--- src/rtl/conv12_pkg.sv ---
// Shared constants and types for the 12x12 convolution core and its pooling stage.
package conv12_pkg;
  localparam int MAP_W     = 10;
  localparam int PIX_W     = 2;
  localparam int POOL_W    = MAP_W / 2;
  localparam int MAP_BITS  = MAP_W * MAP_W * PIX_W;
  localparam int POOL_N    = POOL_W * POOL_W;
  localparam int POOL_BITS = POOL_N * PIX_W;

  typedef enum logic [1:0] {
    IDLE = 2'd0,
    RUN  = 2'd1,
    DONE = 2'd2
  } state_t;
endpackage

--- src/rtl/pool_max4.sv ---
// Combinational unsigned maximum of four pixel values.
module pool_max4
  import conv12_pkg::*;
(
  input  logic [PIX_W-1:0] a,
  input  logic [PIX_W-1:0] b,
  input  logic [PIX_W-1:0] c,
  input  logic [PIX_W-1:0] d,
  output logic [PIX_W-1:0] y
);
  logic [PIX_W-1:0] m_ab;
  logic [PIX_W-1:0] m_cd;

  assign m_ab = (a > b) ? a : b;
  assign m_cd = (c > d) ? c : d;
  assign y    = (m_ab > m_cd) ? m_ab : m_cd;
endmodule

--- src/rtl/maxpool_conv12.sv ---
// 2x2 stride-2 max pooling of a captured 10x10 map, streamed one pooled pixel per beat.
module maxpool_conv12
  import conv12_pkg::*;
(
  input  logic                 clk,
  input  logic                 rst,
  input  logic                 map_valid,
  output logic                 map_ready,
  input  logic [MAP_BITS-1:0]  map_in,
  output logic                 px_valid,
  input  logic                 px_ready,
  output logic [PIX_W-1:0]     px_data,
  output logic [4:0]           px_idx,
  output logic [POOL_BITS-1:0] pool_out,
  output logic                 done,
  output logic [1:0]           dbg_state
);
  // Handshakes: a map is taken on a cycle where map_valid && map_ready, a pixel
  // on a cycle where px_valid && px_ready; a held-off beat keeps its data stable.
  state_t state, state_nxt;

  logic [MAP_BITS-1:0] map_buf;
  logic [4:0]          idx;
  logic [2:0]          win_r;
  logic [2:0]          win_c;
  logic [6:0]          e0;
  logic [6:0]          e1;
  logic [6:0]          e2;
  logic [6:0]          e3;
  logic [PIX_W-1:0]    win_max;
  logic                last_px;

  always_ff @(posedge clk or posedge rst) begin
    if (rst) state <= IDLE;
    else     state <= state_nxt;
  end

  always_comb begin
    state_nxt = state;
    case (state)
      IDLE:    if (map_valid) state_nxt = RUN;
      RUN:     if (px_ready && last_px) state_nxt = DONE;
      DONE:    state_nxt = IDLE;
      default: state_nxt = IDLE;
    endcase
  end

  always_comb begin
    map_ready = 1'b0;
    px_valid  = 1'b0;
    done      = 1'b0;
    case (state)
      IDLE:    map_ready = 1'b1;
      RUN:     px_valid  = 1'b1;
      DONE:    done      = 1'b1;
      default: map_ready = 1'b0;
    endcase
  end

  assign dbg_state = state;
  assign last_px   = (idx == 5'(POOL_N - 1));

  // Window origin (2r, 2c) flattens to 2*MAP_W*r + 2*c in the row-major buffer.
  assign win_r = 3'(idx / 5'(POOL_W));
  assign win_c = 3'(idx % 5'(POOL_W));
  assign e0    = 7'(win_r) * 7'(2 * MAP_W) + 7'(win_c) * 7'd2;
  assign e1    = e0 + 7'd1;
  assign e2    = e0 + 7'(MAP_W);
  assign e3    = e0 + 7'(MAP_W + 1);

  pool_max4 u_max (
    .a (map_buf[PIX_W*e0 +: PIX_W]),
    .b (map_buf[PIX_W*e1 +: PIX_W]),
    .c (map_buf[PIX_W*e2 +: PIX_W]),
    .d (map_buf[PIX_W*e3 +: PIX_W]),
    .y (win_max)
  );

  assign px_data = (state == RUN) ? win_max : '0;
  assign px_idx  = idx;

  always_ff @(posedge clk or posedge rst) begin
    if (rst) begin
      map_buf  <= '0;
      pool_out <= '0;
      idx      <= '0;
    end else if (state == IDLE && map_valid) begin
      map_buf  <= map_in;
      pool_out <= '0;
      idx      <= '0;
    end else if (state == RUN && px_ready) begin
      pool_out[PIX_W*idx +: PIX_W] <= px_data;
      // idx parks on the last slot instead of wrapping
      if (!last_px) idx <= idx + 5'd1;
    end
  end
endmodule

--- config.mk ---
export PLATFORM = sky130hd
export DESIGN_NAME = maxpool_conv12
export DESIGN_NICKNAME = d
export VERILOG_FILES = /design/src/rtl/conv12_pkg.sv /design/src/rtl/pool_max4.sv /design/src/rtl/maxpool_conv12.sv
export SDC_FILE = /design/constraint.sdc
export NUM_CORES = 1
export LEC_CHECK = 0
export CORE_UTILIZATION = 39
export CTS_CLUSTER_SIZE = 16
export DETAILED_ROUTE_END_ITERATION = 6
export PLACE_DENSITY = 0.67
export SETUP_SLACK_MARGIN = 0.3
export SYNTH_ARGS = -nofsm -noshare
export SYNTH_HDL_FRONTEND = slang
export SYNTH_SLANG_ARGS = --single-unit
--- constraint.sdc ---
create_clock -name clk -period 9.3 [get_ports clk]
set_clock_uncertainty 0.05 [all_clocks]
set_input_delay 1.86 -clock clk [delete_from_list [all_inputs] [get_ports clk]]
set_output_delay 1.86 -clock clk [all_outputs]
set_load 0.01 [all_outputs]
; After elaboration in Yosys (flattened, before gate mapping)
; Index checks and enable logic that the tools add are counted.
[totals]
latch_bits = 0
romBits = 0
mem_bits_rw = 0
input_bits = 204
n_memories = 0
ff_bits = 257
wordCells = 51
[classes]
mul = 1
mux = 16
shift = 6
n_eq_ne = 6
bitwise_logic = 0
addsub = 6
div = 2
order_cmp = 3
n_reduce_logical = 7
[ops]
columns = operator, count
row1 = indexed part select 200 x 9 -> 2 bit, 4
row2 = two-way mux 50 bit, 2
row3 = bitwise mux 50 bit, 1
row4 = "variable shift 2 x 34 -> 50 bit, first input constant", 1
row5 = indexed part select 2 x 34 -> 50 bit, 1
row6 = negation 6 -> 34 bit, 1
row7 = two-way mux 5 bit, 3
row8 = "adder 7 x 4 -> 7 bit, second input constant", 2
row9 = two-way mux 2 bit, 6
row10 = "adder 7 x 1 -> 7 bit, second input constant", 1
row11 = adder 7 x 4 -> 7 bit, 1
row12 = greater-than comparator 2 bit, 3
row13 = "adder 5 x 1 -> 5 bit, second input constant", 1
row14 = "divider 5 x 3 -> 5 bit, second input constant", 1
row15 = "== test 5 bit, second input constant", 1
row16 = "modulo 5 x 3 -> 5 bit, second input constant", 1
row17 = "multiplier 3 x 3 -> 5 bit, second input constant", 1
row18 = "inequality test 2 bit, second input constant", 2
row19 = case mux 2 bit (2 select lines), 1
row20 = AND reduction 2 bit, 2
row21 = logical AND 1 bit, 3
row22 = two-way mux 1 bit, 3
row23 = "== test 2 x 1 -> 1 bit, second input constant", 1
row24 = "== test 2 bit, second input constant", 1
row25 = other kinds (3), 3

; Longest topological paths before layout
; Gate-level depths: netlist of run 1.
[logic_depth]
depth_word = 14
depth_mapped = 44
mapped_depth_nobuf = 36

; By module
; Synthesis of run 1 repeated with hierarchy kept, for this count alone.
[unflattened]
hier_cells = 2223
area_unflattened_um2 = 16948.8
[by_module_without_submodules]
columns = module, instances, area_each_um2, seq_area_each_um2, cells_each
row1 = maxpool_conv12, 1, 16696.0, 6431.2, 2189
row2 = pool_max4, 1, 252.7, 0.0, 34

; Worst setup path before layout of run 1
; OpenSTA, ideal clock, no wires.
[synth_timing]
path_type = flip-flop to output port
startpoint = register idx[0], in the netlist px_idx[0]
endpoint = output px_data[0]
path_stages_with_launch = 42
t_required_ns = 7.390
arrival_time_ns = 8.030
n_path_buf = 11
path_slack_ns = -0.640
cell_sequence = dfrtp_1 buf_2 inv_1 ha_1 buf_4 a211oi_2 nor2_1 nor3_1 o41a_1 xnor2_1 ha_1 or2_2 o221ai_2 a21oi_1 o21ai_4 nand2_8 inv_4 buf_6 (+6 left out) clkbuf_1 clkbuf_1 mux4_2 nand2_1 nand3_1 a311oi_1 a31o_2 ha_1 o22ai_1 nand2_1 o21ai_0 ha_1 nor2b_1 o21ai_0 nand3b_1 o2111ai_2 buf_2 nor2_1
[synth_via]
elab_chain_cells = 10
word_cells_on_any_way = 18
cone_classes = 4 x add/sub / 1 x mul / 2 x div / 3 x order compare / 4 x shift / 4 x mux
[synth_rtl]
columns = item, line_no
row1 = from (decl), maxpool_conv12.sv:23  ; logic [4:0] idx;
row2 = from (signal assigned), maxpool_conv12.sv:94  ; if (!last_px) idx <= idx + 5'd1;
row3 = divider 5 x 3 -> 5 bit, maxpool_conv12.sv:64  ; assign win_r = 3'(idx / 5'(POOL_W));
row4 = multiplier 3 x 3 -> 5 bit, maxpool_conv12.sv:66  ; assign e0 = 7'(win_r) * 7'(2 * MAP_W) + 7'(win_c) * 7'd2;
row5 = adder 7 x 4 -> 7 bit *, maxpool_conv12.sv:66
row6 = adder 7 x 1 -> 7 bit (tied with other cells), maxpool_conv12.sv:67  ; assign e1 = e0 + 7'd1;
row7 = indexed part select 200 x 9 -> 2 bit (on tied branches), "maxpool_conv12.sv:73, maxpool_conv12.sv:74, maxpool_conv12.sv:75"
row8 = greater-than comparator 2 bit (on tied branches), "pool_max4.sv:14, pool_max4.sv:15"
row9 = two-way mux 2 bit (on tied branches), "pool_max4.sv:14, pool_max4.sv:15"
row10 = greater-than comparator 2 bit, pool_max4.sv:16  ; assign y = (m_ab > m_cd) ? m_ab : m_cd;
row11 = two-way mux 2 bit *, pool_max4.sv:16
row12 = two-way mux 2 bit *, maxpool_conv12.sv:79  ; assign px_data = (state == RUN) ? win_max : '0;
row13 = to (decl), maxpool_conv12.sv:12  ; output logic [PIX_W-1:0] px_data,
; Mark *: on every way between the ends. The rest lies on a longest branch, timed or not.

; Worst setup path after layout of run 1
[layout_timing]
startpoint = register idx[2], in the netlist px_idx[2]
endpoint = output px_data[0]
; Same word-level chain as after synthesis.

==> results by stage, run 1 <==
Placement:
- The HPWL after detailed placement is 34800 um.
- OpenSTA, run right after detailed placement, puts the worst setup slack at -168 ps.
- In this run the tool buffered the top-level ports with 265 buffer cells.
- Routability-driven placement finished with a final weighted congestion of 0.984.

Critical path:
- The highest cell delay on the worst timing path is 470 ps.
- The destination of the critical timing path is px_data[0].
- The worst-case reg-to-reg path depth is 35.
- In this run the worst setup path begins at px_idx[2].
- The number of cells on the critical path is 35.
- Broken down by cell family, the worst path's largest delay share belongs to compound AO/OA/AOI/OAI gates.
- The maximum fanout count along the critical path is 7.
- The type of the worst setup path is reg -> out.
- The cell at the slowest stage of the critical path is sky130_fd_sc_hd__fa_2.
- The buffer and inverter count on the worst path is 6.
- STA classifies the critical path endpoint as an output pin.
- The kind of start point of the critical path is a flop.
- The startpoint of the worst register-to-register path is px_idx[2].
- In this run the register-to-register setup slack is 2020 ps.
- The data arrival time at the worst-slack endpoint is 7340 ps.
- The worst register-to-register path ends at pool_out[26].
- STA puts the critical path data required time at 7390 ps.

Status:
- The run finished with clean final reports.

Worst hold path:
- The class of the tightest hold or removal check is reg -> reg.
- The startpoint of the most critical hold path is map_buf[57].

Die:
- Measured along the x axis, the die boundary spans 195 um.
- The core region is 36500 sq um.
- The floorplan step set the die height to 195 um.
- The floorplan row count is 70.
- During I/O placement, the number of pins put on the boundary was 266.
- The starting utilization of the core area is 39.6%.
- The area of the die is 37900 sq um.

STA:
- Setup violations remaining at the end of the flow were counted as 0.
- The pin slew with the least headroom to its limit is 1010 ps.
- The final hold violation count came to 0.
- The max-slew violation count is 0.
- The time the worst path needs with I/O delays and setup is 9250 ps.
- For this run, the top clock speed supported by timing is 108 MHz.
- The worst path uses 99.5% of the clock period.
- Setup slack on the critical path of the routed design comes to 45.5 ps.
- Setup repair after global routing could not meet its margin everywhere.
- The worst pin sits at a relative slew slack of 32.7%.

Detailed routing:
- The routed layout has 13400 vias.
- The final wirelength is 48300 um.
- The average routed wire per standard cell is 19.7 um.
- The uppermost layer routed is met4.
- The detail-routed via count per cell is 5.46.
- The wire length on met3 is 3640 um.
- For this block, wires on met1 add up to 21000 um.
- The violation count after the first detailed-routing iteration is 1121.
- Once detail routing completed, the nets flagged for antenna violations numbered 0.
- In the routed design, unresolved DRC markers number 0.
- The detailed-routing iteration count for the pre-antenna-repair pass is 7.
- Wire segments on met2 add up to 22100 um in the final route.

Clock network:
- The clock reaches the later pin of the worst-skew pair after 560 ps.
- The total of hold buffers inserted after clock tree synthesis is 0.
- The CTS tree is built.
- Clock-pin slew was measured on the worst setup and hold paths at 60 ps.
- The clock sink count is 257.
- CTS built an H-tree with a depth of 1.
- The buffer type at the clock tree root is sky130_fd_sc_hd__clkbuf_16.
- The number of buffers on the longest clock path is 3.
- Buffers inserted during clock tree synthesis total 28.

Final layout:
- 0 antenna diodes ended up in the layout.
- The multi-input gate area in the final layout is 7980 sq um.
- The layout has 3304 filler cells.
- The final-stage net count is 2191.
- The flip-flop and latch area is 6430 sq um.
- The post-route netlist has 16.2% of its cells at a drive strength greater than 1.
- The relative area change from synthesis to final layout is 37.0%.

Yosys:
- The share of the yosys chip area belonging to registers is 44.5%.
- Synthesis inferred 257 register bits.
- The cell count after synthesis is 1648.
- Yosys printed 0 warnings.
- Counting flops with a built-in enable in the synthesized netlist gives 0.
- In the post-synthesis netlist, the cell with the most instances is sky130_fd_sc_hd__nand2_1.
- After synthesis the cells add up to 14500 sq um.
- The top cell type by total area after synthesis is sky130_fd_sc_hd__dfrtp_1.
- Averaged over all synthesized cells, the footprint is 8.78 sq um.
- Synthesis instantiated 81 different standard cells from the library.
- The number of nets produced by synthesis is 1878.
- In the post-synthesis netlist, the biggest area contributors are sky130_fd_sc_hd__dfrtp_1 44%, sky130_fd_sc_hd__nand2_1 19%, sky130_fd_sc_hd__mux4_2 10%.
- The fraction of synthesis flops using an asynchronous set or reset pin is 100%.
- Among all flip-flop cells after synthesis, the most frequent one is sky130_fd_sc_hd__dfrtp_1.
- Ranked by instance count, the synthesized netlist is headed by 725 x sky130_fd_sc_hd__nand2_1, 257 x sky130_fd_sc_hd__dfrtp_1, 77 x sky130_fd_sc_hd__clkbuf_1.
- The area share of the largest cell type after synthesis is 44.5%.

Global route:
- The first global-routing pass estimated 76000 um of wire.
- The maximum number of pins on one net before global-route repair is 182.
- The number of global-route vias before repair was 13400.
- The global-route total usage across every layer is 25.6%.
- The initial antenna violation count is 0.
- Summed over all layers, the global routing overflow is 0.

Run:
- The number of maximum-capacitance constraint violations is 0.
[through the flow]
stage | cell area (sq um) | cells | hold WS [ps] | utilization (%) | setup TNS, ps
3_3_place_gp | 17900 | 2346 | 422 | 49.0 | 0
4_1_cts | 19700 | 2440 | 444 | 54.0 | 0
6_report | 19800 | 2449 | 441 | 54.3 | 0
3_5_place_dp | 17900 | 2346 | 429 | 49.0 | -168
2_1_floorplan | 14600 | 1648 | 405 | - | 0
5_1_grt | 19800 | 2449 | 463 | 54.3 | -202
[placed cells by master, fill, tap and decap left out, drive strengths merged, types with 12 or more instances in the layout]
cell type	netlist	layout
a31oi	12	12
nor2	48	48
mux4	64	64
nand3	77	77
dfrtp	257	257
clkbuf	78	41
nand2	726	726
ha	25	25
xnor2	21	21
nor3	21	21
mux2i	35	35
clkdlybuf4s50	0	264
a21oi	26	26
inv	18	17
buf	23	119
o21ai	63	63
[kinds of logic (layout without fill, tap and decap cells)]
kind of cell    count (synthesis)  in the layout  synth area share, %
buf+inv                       119            452                 3.62
compound gates                182            182                 8.55
xor+xnor                       26             26                 1.57
mux                           109            109                 13.2
fa+ha+maj                      26             26                 2.30
simple gates                  929            929                 26.3
flops                         257            257                 44.5
[worst min-delay path by stage]
stage	endpoint	slack (ps)	cells after the start
after global placement	map_buf[72]	420	2
after CTS	map_buf[57]	440	2
final	map_buf[57]	440	2
after detailed placement	map_buf[57]	430	2
after global routing	map_buf[13]	460	2
after floorplan	map_buf[148]	400	2
[registers in the layout, summed over array words and instances, names as in the netlist]
register,flops
map_buf,200
pool_out,50
px_idx,5
dbg_state,2
[layer usage]
layer	up-vias	GRT usage, %
met2	591	40.3
met1	6430	35.8
met4	0	8.14
met5	-	0
met3	110	4.42
li1	6235	-
[worst register-to-register path: cells and delay by family, from the launching register on]
family	cells	cell delay, ps
adder cells (fa/ha/maj)	6	1600
flip-flops	1	450
AO/OA/AOI/OAI	13	2380
multiplexers	1	280
buffers and inverters	6	940
XOR/XNOR	2	330
AND/OR/NAND/NOR	7	1110
[repair_timing]
item | CTS | global route
gates cloned | 1 | 0
pin swaps | 40 | 20
setup buffers | 43 | 9
endpoints found under the setup margin | 1 | 1
gates resized for setup | 92 | 7
hold endpoints to repair | 0 | 0
[area by class of cell]
class	count	share of cell area, %
repair buffers	384	18.8
flip-flops and latches	257	32.5
clock buffers	41	4.29
well taps	468	2.95
inverters	18	0.442
clock inverters	9	0.764
multi-input cells	1272	40.3
Power of run 1 is not shown: default switching activity piles up to over one toggle a cycle in this logic, so the estimate is an artifact.
==> run 2, diff against run 1 <==
--- a/config.mk
+++ b/config.mk
@@ -5,10 +5,11 @@
 export SDC_FILE = /design/constraint.sdc
 export NUM_CORES = 1
 export LEC_CHECK = 0
-export CORE_UTILIZATION = 39
+export CORE_UTILIZATION = 48
 export CTS_CLUSTER_SIZE = 16
 export DETAILED_ROUTE_END_ITERATION = 6
-export PLACE_DENSITY = 0.67
+export GPL_TIMING_DRIVEN = 0
+export PLACE_DENSITY = 0.79
 export SETUP_SLACK_MARGIN = 0.3
 export SYNTH_ARGS = -nofsm -noshare
 export SYNTH_HDL_FRONTEND = slang
==> run 2 against run 1 <==
The flow now finishes with violations (negative setup slack). Register-to-register slack lost 780 ps. Largest cell class unchanged. Global-route usage rose by 9.8 points. Sequential cell count stayed put. Fmax decreased by 5.5%. Critical path depth grew 2. Worst hold slack improved by 0.96 ps. Routed wire length up 11%. Via count up 7.7%.
==> results by stage, run 2 (same netlist as run 1, synthesis figures left out) <==
Detailed routing:
- The violation count after the first detailed-routing iteration was 1543 (+38%).
- The detail-routed via count per cell was 5.89 (+7.9%).
- The final antenna-violating net count is 0 (unchanged).
- The final wirelength is 53700 um (+11%).
- The DRC violation count after routing came to 0 (unchanged).
- The average routed wire per standard cell is 22.0 um (+11%).
- The vias after detailed routing is 14400 (+7.7%).
- The detailed-routing iteration count for the pre-antenna-repair pass is 6 (-1).

Global route:
- The number of global-route vias before repair was 14200 (+6.5%).
- The global-route wire length before repair is 82100 um (+8.1%).
- The initial antenna violation count is 0 (unchanged).
- The maximum number of pins on one net before global-route repair was 47 (-74%).
- The total congestion overflow after global routing is 0 (unchanged).
- The global-route total usage across every layer was 35.4% (+9.8 points).

Final layout:
- Leaving out fill and tap cells, the most frequent cells in the layout are 723 x sky130_fd_sc_hd__nand2_1, 264 x sky130_fd_sc_hd__clkdlybuf4s50_1, 254 x sky130_fd_sc_hd__dfrtp_1.
- Compared with the post-synthesis result, the final layout area differs by 40.8%.
- The register with the most flip-flops is map_buf.
- The final core utilization is 68.7% (+14 points).
- Leaving out fill and tap cells, the most frequent cell in the layout is sky130_fd_sc_hd__nand2_1.
- The fill cell total of the finished layout came to 2281 (-31%).
- The count of antenna diodes in the layout is 0 (unchanged).
- The share of final-layout standard cells stronger than drive strength 1 was 16.9% (+0.74 points).
- The final cell area excluding filler cells is 20400 sq um (+2.8%).
- The final-stage net count is 2263 (+3.3%).
- The number of flip-flops in the largest register is 200 (unchanged).

Die:
- The die boundary height is 176 um (-9.8%).
- The area of the die is 30800 sq um (-19%).
- The floorplan row count is 63 (-10%).
- The area of the core is 29600 sq um (-19%).
- The top-level port count came to 266 (unchanged).
- The overall die width is 176 um (-9.8%).
- The starting utilization of the core area is 48.8% (+9.2 points).

Worst hold path:
- For hold timing, the worst endpoint is map_buf[51].
- The instance count along the most critical hold path was 2 (unchanged).
- The startpoint of the most critical hold path is map_buf[51].
- The tightest min-delay check is of the reg -> reg type.

Placement:
- The total placed instance area came to 17800 sq um (-0.38%).
- The final weighted congestion in routability-driven placement is 0.995 (+1.1%).
- The total of buffers placed on input and output ports is 265 (unchanged).
- The HPWL after detailed placement is 38500 um (+11%).

Critical path:
- The worst flop-to-flop path endpoint is pool_out[22].
- The data arrival time at the worst-slack endpoint came to 7880 ps (+540 ps).
- The required time reported for the critical path endpoint is 7390 ps (about the same).
- The maximum fanout count along the critical path is 10 (+3).
- The highest cell delay on the worst timing path is 610 ps (+140 ps).
- The kind of end point of the critical path is an output pin.
- The startpoint of the worst register-to-register path is px_idx[3].
- The buffer and inverter count on the worst path came to 12 (+6).
- The family with the most delay on the worst path is buffers and inverters.
- The kind of start point of the critical path is a flop.
- The flop-to-flop setup slack came to 1240 ps (-780 ps).
- The worst-case reg-to-reg path depth is 38 (+8.6%).
- For this design, the slowest cell found on the critical path is sky130_fd_sc_hd__mux4_2.
- The type of the worst setup path is reg -> out.

Clock network:
- The clock sink count was 257 (unchanged).
- The clock-pin slew on the worst setup and hold paths is 60 ps (about the same).
- The clock latency on the worst-skew pair was 560 ps (about the same).
- The number of buffers on the longest clock path is 3 (unchanged).
- The number of H-tree levels was 1 (unchanged).
- The clock buffer count from CTS is 27 (-3.6%).
- The CTS tree is built.
- The tree is rooted in a sky130_fd_sc_hd__clkbuf_16.

STA:
- The worst hold slack is 442 ps (+0.958 ps).
- The time the worst path needs with I/O delays and setup is 9790 ps (+534 ps).
- Setup repair after global routing could not meet its margin everywhere.
- The post-route setup TNS was -489 ps (-489 ps).
- The post-layout worst setup margin is -489 ps (-534 ps).
- The final hold violation count is 0 (unchanged).
- The post-route clock period utilization was 105% (+5.7 points).
- The maximum clock rate is 102 MHz (-5.5%).
- The tightest slew margin relative to the limit came to 33.0% (+0.22 points).
- The pin slew with the least headroom to its limit was 996 ps (-12.4 ps).
- The final number of setup-violating endpoints is 1 (+1).
- The max-slew violation count is 0 (unchanged).

Status:
- The final reports fail on negative setup slack.
- The run finished, with violations left.

Run:
- The number of maximum-capacitance constraint violations is 0 (unchanged).
[run 2: through the flow]
step           std cells  setup WS, ps
5_1_grt             2444          -807
4_1_cts             2433          -203
3_5_place_dp        2309         -2550
3_3_place_gp        2303         -2420
2_1_floorplan       1648           279
6_report            2444          -489
[run 2: repair_timing]
item / in CTS / in global routing
hold buffers: 0 / 0
endpoints found under the hold margin: 0 / 0
pin swaps: 44 / 21
setup endpoints to repair: 47 / 2
buffers inserted: 70 / 11
cloned: 4 / 0
resized for setup: 170 / 17
[run 2: worst max-delay path by stage]
stage	startpoint	to	slack [ps]	depth (start not counted)
after floorplan	px_idx[0]	px_data[0]	280	42
after CTS	px_idx[0]	px_data[0]	-200	41
after global placement	px_idx[0]	px_data[0]	-2420	42
after global routing	px_idx[3]	px_data[0]	-810	36
final	px_idx[3]	px_data[0]	-490	37
after detailed placement	px_idx[0]	px_data[0]	-2550	43
[run 2: cell type report]
cell class	count	area [sq um]	area share [%]
buffer	101	843	4.14
clock buffer	42	852	4.18
clock inverter	8	63.8	0.313
inverter	18	90.1	0.442
multi-input combinational	1272	8120	39.9
sequential	257	6430	31.6
tap	390	488	2.40
timing repair buffer	356	3480	17.1
[run 2: tightest hold or removal path: cells and delay by family, from the launching register on]
family | cells | cell delay (ps)
flops | 1 | 350
simple gates | 2 | 110
[run 2: routing by layer]
metal  wire (um)  global-route usage (%)
met5           0                       0
met4        3410                    19.8
met3        5090                    7.01
met2       24600                    56.2
met1       20600                    45.4
Power of run 2 is left out for the same reason.
